--- config.mk ---
export PLATFORM = sky130hd
export DESIGN_NAME = bubble_sorter_n_flat
export DESIGN_NICKNAME = d
export VERILOG_FILES = /design/src/rtl/bubble_sorter_n_pkg.sv /design/src/rtl/bubble_sorter_n_if.sv /design/src/rtl/bubble_sorter_n_compare_swap_cell.sv /design/src/rtl/bubble_sorter_n.sv /design/src/flat_wrapper.sv
export SDC_FILE = /design/constraint.sdc
export NUM_CORES = 1
export LEC_CHECK = 0
export ABC_AREA = 0
export CAP_MARGIN = 10
export CORE_ASPECT_RATIO = 1.75
export CORE_MARGIN = 4
export CORE_UTILIZATION = 51
export CTS_CLUSTER_SIZE = 40
export DETAILED_ROUTE_END_ITERATION = 7
export GPL_ROUTABILITY_DRIVEN = 0
export MAX_ROUTING_LAYER = met4
export PLACE_DENSITY_LB_ADDON = 0.2
export REMOVE_ABC_BUFFERS = 1
export SYNTH_ARGS = -nofsm -noshare
export SYNTH_HDL_FRONTEND = slang
export SYNTH_HIERARCHICAL = 1
export SYNTH_SLANG_ARGS = --single-unit
--- constraint.sdc ---
create_clock -name clk -period 5.55 [get_ports clk]
set_input_delay 0.8325 -clock clk [delete_from_list [all_inputs] [get_ports clk]]
set_output_delay 0.8325 -clock clk [all_outputs]
set_load 0.02 [all_outputs]
--- src/rtl/bubble_sorter_n_pkg.sv ---
// Shared types for the serial bubble sorter: FSM state encoding and a
// ceil-log2 helper that sizes the pass/index counters.
package bubble_sort_pkg;

  typedef enum logic [0:0] {
    IDLE = 1'b0,
    SORT = 1'b1
  } state_e;

  // Never returns less than 1 so a counter always has at least one bit.
  function automatic int clog2(input int value);
    int r;
    r = 0;
    while ((1 << r) < value) r++;
    return (r < 1) ? 1 : r;
  endfunction

endpackage

--- src/rtl/bubble_sorter_n_if.sv ---
// Parallel job interface of the bubble sorter. master = data producer,
// slave = sorter.
//
// Handshake: start is a request that is taken on a rising edge only while
// busy=0; a request seen while busy=1 is dropped, not queued. descend and din
// are sampled on that same edge. done pulses for one cycle when the result
// lands, and valid stays high while dout holds that result.
interface bubble_sorter_n_if #(
  parameter int WIDTH = 8,
  parameter int N     = 4
);
  logic               start;
  logic               descend;
  logic [N*WIDTH-1:0] din;
  logic               busy;
  logic               done;
  logic               valid;
  logic [N*WIDTH-1:0] dout;

  modport master (output start, descend, din, input busy, done, valid, dout);
  modport slave  (input start, descend, din, output busy, done, valid, dout);
endinterface

--- src/rtl/bubble_sorter_n_compare_swap_cell.sv ---
// Combinational compare-swap of one adjacent pair. Equal values pass straight
// through, which keeps the sort stable.
module compare_swap_cell #(
  parameter int WIDTH = 8
) (
  input  logic [WIDTH-1:0] a,
  input  logic [WIDTH-1:0] b,
  input  logic             descend,
  output logic [WIDTH-1:0] lo_out,
  output logic [WIDTH-1:0] hi_out,
  output logic             swapped
);
  assign swapped = descend ? (a < b) : (a > b);
  assign lo_out  = swapped ? b : a;
  assign hi_out  = swapped ? a : b;
endmodule

--- src/rtl/bubble_sorter_n.sv ---
// Serial N-lane bubble sorter, one adjacent compare-swap per clock.
// Optional feature: define BUBBLE_EARLY_EXIT_EN to finish after a swap-free pass.
module bubble_sorter_n
  import bubble_sort_pkg::*;
#(
  parameter int WIDTH = 8,
  parameter int N     = 4
) (
  input  logic               clk,
  input  logic               rst,
  bubble_sorter_n_if.slave   bus,
  output state_e             dbg_state_o
);
  localparam int            CW     = clog2(N);
  localparam logic [CW-1:0] LAST_P = CW'(N - 2);

  state_e           state_q;
  logic [WIDTH-1:0] a_q [N];
  logic [CW-1:0]    p_q;
  logic [CW-1:0]    j_q;
  logic             desc_q;
  logic             busy_q;
  logic             done_q;
  logic             valid_q;

  logic [CW-1:0]    j_nxt;
  logic [CW-1:0]    last_j;
  logic [WIDTH-1:0] lo_d;
  logic [WIDTH-1:0] hi_d;
  logic             swapped;
  logic             pass_end;
  logic             finish;

  assign j_nxt    = j_q + CW'(1);
  assign last_j   = LAST_P - p_q;
  assign pass_end = (j_q == last_j);

`ifdef BUBBLE_EARLY_EXIT_EN
  logic swap_q;
  // The current compare counts toward the pass's swap history.
  assign finish = pass_end && ((p_q == LAST_P) || !(swap_q || swapped));
`else
  logic unused_swapped;
  assign unused_swapped = swapped;
  assign finish = pass_end && (p_q == LAST_P);
`endif

  compare_swap_cell #(.WIDTH(WIDTH)) u_cell (
    .a       (a_q[j_q]),
    .b       (a_q[j_nxt]),
    .descend (desc_q),
    .lo_out  (lo_d),
    .hi_out  (hi_d),
    .swapped (swapped)
  );

  always_ff @(posedge clk) begin
    if (rst) begin
      state_q <= IDLE;
      p_q     <= '0;
      j_q     <= '0;
      desc_q  <= 1'b0;
      busy_q  <= 1'b0;
      done_q  <= 1'b0;
      valid_q <= 1'b0;
      for (int i = 0; i < N; i++) a_q[i] <= '0;
`ifdef BUBBLE_EARLY_EXIT_EN
      swap_q  <= 1'b0;
`endif
    end else begin
      done_q <= 1'b0;
      case (state_q)
        IDLE: begin
          if (bus.start) begin
            for (int i = 0; i < N; i++) a_q[i] <= bus.din[i*WIDTH +: WIDTH];
            desc_q  <= bus.descend;
            p_q     <= '0;
            j_q     <= '0;
            busy_q  <= 1'b1;
            valid_q <= 1'b0;
            state_q <= SORT;
`ifdef BUBBLE_EARLY_EXIT_EN
            swap_q  <= 1'b0;
`endif
          end
        end
        SORT: begin
          a_q[j_q]   <= lo_d;
          a_q[j_nxt] <= hi_d;
          if (pass_end) begin
            j_q <= '0;
            p_q <= p_q + CW'(1);
`ifdef BUBBLE_EARLY_EXIT_EN
            swap_q <= 1'b0;
`endif
          end else begin
            j_q <= j_nxt;
`ifdef BUBBLE_EARLY_EXIT_EN
            swap_q <= swap_q | swapped;
`endif
          end
          if (finish) begin
            state_q <= IDLE;
            busy_q  <= 1'b0;
            done_q  <= 1'b1;
            valid_q <= 1'b1;
          end
        end
        default: state_q <= IDLE;
      endcase
    end
  end

  // dout mirrors the working array; it is only stable once valid is set.
  for (genvar g = 0; g < N; g++) begin : g_dout
    assign bus.dout[g*WIDTH +: WIDTH] = a_q[g];
  end

  assign bus.busy    = busy_q;
  assign bus.done    = done_q;
  assign bus.valid   = valid_q;
  assign dbg_state_o = state_q;

endmodule
--- src/flat_wrapper.sv ---
// flat-port wrapper written by rule: the top's interface ports become plain ports
module bubble_sorter_n_flat import bubble_sort_pkg::*;
#(
  parameter int WIDTH = 8,
  parameter int N     = 4
)
  (clk, rst, dbg_state_o, bus_start, bus_descend, bus_din, bus_busy, bus_done, bus_valid, bus_dout);
  bubble_sorter_n_if #(.WIDTH(WIDTH), .N(N)) bus_i ();
  input  logic clk;
  input  logic rst;
  output state_e dbg_state_o;
  input wire logic [$bits(bus_i.start)-1:0] bus_start;
  input wire logic [$bits(bus_i.descend)-1:0] bus_descend;
  input wire logic [$bits(bus_i.din)-1:0] bus_din;
  output wire logic [$bits(bus_i.busy)-1:0] bus_busy;
  output wire logic [$bits(bus_i.done)-1:0] bus_done;
  output wire logic [$bits(bus_i.valid)-1:0] bus_valid;
  output wire logic [$bits(bus_i.dout)-1:0] bus_dout;
  assign bus_i.start = bus_start;
  assign bus_i.descend = bus_descend;
  assign bus_i.din = bus_din;
  assign bus_busy = bus_i.busy;
  assign bus_done = bus_i.done;
  assign bus_valid = bus_i.valid;
  assign bus_dout = bus_i.dout;
  bubble_sorter_n #(.WIDTH(WIDTH), .N(N)) u_core (.clk(clk), .rst(rst), .bus(bus_i), .dbg_state_o(dbg_state_o));
endmodule
# Word-level counts from Yosys, hierarchy flattened
# Memory sizes are Yosys's and may differ from the RTL's. A register that Yosys moved wholly into a read port is not among the register bits.
# Cells that the tools add are included.
# Widths: inputs -> output; s select.
word_totals:
  ff_bits: 9
  latchBits: 0
  mem_bits_rw: 32
  rom_bits: 0
  in_bits: 36
  out_inout_bits: 36
  elab_cells: 68
  n_memories: 1
classes:
  add_sub_neg: 3
  multipliers: 0
  div_mod_pow: 0
  magnitude_cmp: 2
  n_eq_ne: 5
  shift: 0
  muxes: 38
  bitwise_logic: 5
  n_reduce_logical: 7
mem_list:
  columns: ["memory", "words", "width", "rd", "rd_clocked_by_memory_dff", "write_ports", "line_no", "rtl"]
  rows:
  - ["u_core.a_q", 4, 8, 6, 1, 4, "bubble_sorter_n.sv:18", "logic [WIDTH-1:0] a_q [N];"]
ops:
  columns: ["cell", "n"]
  rows:
  - ["$mux 8", 8]
  - ["$mux 1", 18]
  - ["$reduce_or 8->1", 2]
  - ["$mux 2", 7]
  - ["$gt 8x8->1", 1]
  - ["$lt 8x8->1", 1]
  - ["$pmux 2 s2", 2]
  - ["$ne 2x2->1 const B", 3]
  - ["$pmux 1 s2", 3]
  - ["$reduce_and 2->1", 3]
  - ["$add 2x1->2 const B", 2]
  - ["$or 1x1->1", 4]
  - ["$eq 2x2->1", 1]
  - ["$eq 2x2->1 const B", 1]
  - ["$reduce_or 2->1", 1]
  - ["$sub 2x2->2 const A", 1]
  - ["$logic_and 1x1->1", 1]
  - ["$not 1->1", 1]

# Longest topological paths before layout
depth:
  ltp_word: 6
  mapped_depth: 17
  mapped_depth_nobuf: 13

# Cells and area by module
# The synthesis kept the hierarchy.
by_module_without_submodules:
  columns: ["module", "instances", "cells_per_inst", "area_per_inst_um2", "seq_area_each_um2"]
  rows:
  - ["bubble_sorter_n", 1, 239, 2617.5, 1181.1]
  - ["compare_swap_cell", 1, 50, 473.0, 0.0]

# Worst setup path after synthesis
# Ideal clock, no wire load.
synth_timing:
  path_type: "register to register"
  startpoint: "reg u_core.j_q[0]"
  endpoint: "mem u_core.a_q[2][4], data pin"
  setup_time_ps: 261
  t_arrival_ps: 3601
  required_ps: 5289
  setup_slack_ps: 1688
  stages_incl_launch_ff: 18
  n_path_buf: 4
  period_less_slack_ps: 3862
  path_cell_list: "dfxtp_1 buf_4 inv_2 ha_1 buf_2 mux4_2 inv_1 ha_1 nor2b_1 o211ai_1 a211oi_1 a211o_1 buf_6 buf_12 mux2_4 and2_1 o21ai_0 a21oi_1"
synth_lines:
  columns: ["item", "line_no", "rtl"]
  rows:
  - ["start, declared", "bubble_sorter_n.sv:20", "logic [CW-1:0] j_q;"]
  - ["start signal, assigned", "bubble_sorter_n.sv:97", "j_q <= j_nxt;"]
  - ["end, declared", "bubble_sorter_n.sv:18", null]

==> results.sh <==
export IMPL_finalNetCount=398
export IMPL_ctsHoldBuffers=0
export IMPL_reg2reg_depth=13
export IMPL_synthArstFlopShare=0
export IMPL_cts_path_max_buffers=2
export IMPL_core_area_um2=5879
export IMPL_tightestPinTransition_ns=1.174
export IMPL_p_total_mw=1.111
export IMPL_finClkSkew_ns=0.005784
export IMPL_syn_area_um2=3090
export IMPL_firstDrtPassIters=5
export IMPL_timing_critical_path_to="u_core/a_q[2][2]"
export IMPL_min_path_type="reg -> reg"
export IMPL_crit_type="reg -> reg"
export IMPL_r2r_setup_slack_ns=1.26
export IMPL_place_ws_ns=1.308
export IMPL_cts_tree="done"
export IMPL_gr_usage_all_layers=0.2522
export IMPL_setup_slack_ns=1.260
export IMPL_crit_fanout=9
export IMPL_yosys_top_cells_area="edfxtp_1 (31%), mux4_2 (12%), nand2_1 (7.8%), a22oi_1 (7.5%), dfxtp_1 (7.1%)"
export IMPL_dieHeight_um=111.0
export IMPL_rows=37
export IMPL_end_kind="flop"
export IMPL_syn_inst=289
export IMPL_grt_ovfl_total=0
export IMPL_yosysSeqAreaShare=0.3822
export IMPL_crit_arrival_ns=4.35
export IMPL_dr_total_vias=2630
export IMPL_antenna_found_initial=0
export IMPL_hold_ws_ns=0.4657
export IMPL_hold_viol_final=0
export IMPL_clk_pin_slew_ns=0.08
export IMPL_grt_max_degree=32
export IMPL_cp_required_ns=5.61
export IMPL_final_max_slew_viol_count=0
export IMPL_power_density_nw_per_um2=284.7
export IMPL_synth_edf_count=32
export IMPL_maxCapViolCount=0
export IMPL_r2r_start="u_core/j_q[1]"
export IMPL_yosys_top_cells_count="nand2_1 (64), edfxtp_1 (32), a22oi_1 (31)"
export IMPL_drt_total_wl_um=8814
export IMPL_fmax_mhz=233.1
export IMPL_post_route_cell_area_um2=3901
export IMPL_antenna_cells=0
export IMPL_p_sw_frac=0.3428
export IMPL_tns_ns=0
export IMPL_power_frac_comb=0.426
export IMPL_start_kind="flop"
export IMPL_synth_distinct_cells=48
export IMPL_period_needed_ns=4.290
export IMPL_antenna_left=0
export IMPL_cts_buffers=5
export IMPL_clkLatencyLatePin_ns=0.30
export IMPL_wl_per_cell_um=20.64
export IMPL_p_sw_uw=380.7
export IMPL_peakVddDrop_uv=175.0
export IMPL_dpl_cell_area_um2=3801
export IMPL_seqPwrFrac=0.373
export IMPL_start_util=0.5256
export IMPL_cts_sinks=43
export IMPL_die_area_um2=7418
export IMPL_fillCellCount=503
export IMPL_ctsResizeCount=0
export IMPL_ys_ff_latch=43
export IMPL_grt_pass1_vias=2687
export IMPL_leakage_nw=1.532
export IMPL_yosys_area_top_type="edfxtp_1"
export IMPL_post_route_period_util=0.7730
export IMPL_setup_viol=0
export IMPL_drive_gt1_frac=0.1461
export IMPL_p_int_uw=729.9
export IMPL_root_buffer="clkbuf_8"
export IMPL_r2r_end="u_core/a_q[2][2]"
export IMPL_yosys_warnings=6
export IMPL_post_cts_buffers=0
export IMPL_via_per_inst=6.159
export IMPL_dp_hpwl_um=6428
export IMPL_fp_dieW_um=66.85
export IMPL_maxSlewHeadroom=0.2154
export IMPL_setup_worst_path_start="u_core/j_q[1]"
export IMPL_synth_most_common_cell="nand2_1"
export IMPL_clockPowerShare=0.201
export IMPL_grt_pass1_wl_um=13680
export IMPL_yosys_most_used_dff="edfxtp_1"
export IMPL_portBuffers=71
export IMPL_htreeDepth=2
export IMPL_status="finished, final reports clean"
export IMPL_synth_area_per_cell_um2=10.69
export IMPL_synth_top_area_frac=0.3109
export IMPL_area_growth_syn_to_layout_pct=26.23
export IMPL_pin_count=72
export IMPL_drt_iter0_drc=314
export IMPL_rsz0062_at_grt="false"
export IMPL_drc=0
==> critical path, cell delays in order (launching register included) <==
cell and delay (ns):
dfxtp_1 0.46, inv_1 0.13, ha_1 0.65, mux4_2 0.60, inv_1 0.07, ha_1 0.23, nor2b_1 0.15, o211ai_1 0.27
a21o_1 0.16, a211o_1 0.40, buf_4 0.27, mux2_2 0.39, a22oi_1 0.19, nand2_1 0.07
==> power by group through the flow <==
stage | Clock (mW) | Sequential [mW] | Combinational (mW)
after floorplan | 0 | 0.449 | 0.274
after global placement | 0 | 0.421 | 0.455
after detailed placement | 0 | 0.423 | 0.462
after CTS | 0.225 | 0.416 | 0.468
after global routing | 0.239 | 0.420 | 0.502
final | 0.223 | 0.415 | 0.473
==> cells in the final DEF, fill, tap and decap left out, types with 4 or more instances in the layout <==
master / Yosys / final
mux2_4: 9 / 9
nand2b_1: 4 / 4
mux2_2: 7 / 7
ha_1: 14 / 14
o211ai_1: 4 / 4
mux4_2: 16 / 16
inv_1: 11 / 11
edfxtp_1: 32 / 32
dfxtp_1: 11 / 11
and3b_1: 5 / 5
clkbuf_8: 0 / 7
clkdlybuf4s50_1: 0 / 71
a22oi_1: 31 / 31
a21oi_1: 10 / 10
nor2_1: 8 / 8
nand2_1: 64 / 64
==> through the flow <==
stage,util,cells
2_1_floorplan,-,267
3_3_place_gp,0.6465,419
3_5_place_dp,0.6465,419
4_1_cts,0.6635,427
5_1_grt,0.6635,427
6_report,0.6635,427
==> logic make-up (layout without fill, tap and decap cells) <==
group | after synthesis | after routing | share of synthesized area
AO/OA/AOI/OAI | 58 | 58 | 0.1308
buffers and inverters | 35 | 95 | 0.06275
AND/OR/NAND/NOR | 103 | 103 | 0.1652
multiplexers | 33 | 33 | 0.1891
XOR/XNOR | 3 | 3 | 0.01336
flip-flops | 43 | 43 | 0.3822
adder cells (fa/ha/maj) | 14 | 14 | 0.05668
==> per-layer routing <==
metal | up-vias | share of wire | track usage
met5 | - | 0 | -
met4 | 0 | 0.028 | 0.1113
met3 | 24 | 0.079 | 0.04260
met2 | 141 | 0.55 | 0.4297
met1 | 1266 | 0.34 | 0.2804
li1 | 1199 | - | -
==> flip-flops by register name (all words and copies together) (netlist names), named ones only <==
register	flops
u_core/p_q	2
u_core/a_q	32
u_core/desc_q	1
u_core/j_q	2
u_core/bus.busy	1
u_core/bus.valid	1
u_core/dbg_state_o	1
u_core/bus.done	1
==> layout make-up <==
type,instances,area [um2],share of cell area
multi-input cells,211,1740,0.4461
flip-flops and latches,43,1181,0.3028
repair buffers,74,733.2,0.1879
clock buffers,8,100.1,0.02566
well taps,78,97.59,0.02502
inverters,13,48.80,0.01251
==> worst min-delay path by stage <==
stage                           startpoint               end  cells past startpoint  slack (ns)
after CTS                 u_core/bus.valid  u_core/bus.valid                      2        0.47
after global placement    u_core/bus.valid  u_core/bus.valid                      2        0.45
final                     u_core/bus.valid  u_core/bus.valid                      2        0.47
after detailed placement  u_core/bus.valid  u_core/bus.valid                      2        0.45
after global routing      u_core/bus.valid  u_core/bus.valid                      2        0.49
after floorplan              u_core/p_q[1]     u_core/p_q[1]                      2        0.45
No activity file was read; power rests on OpenSTA's default activity.
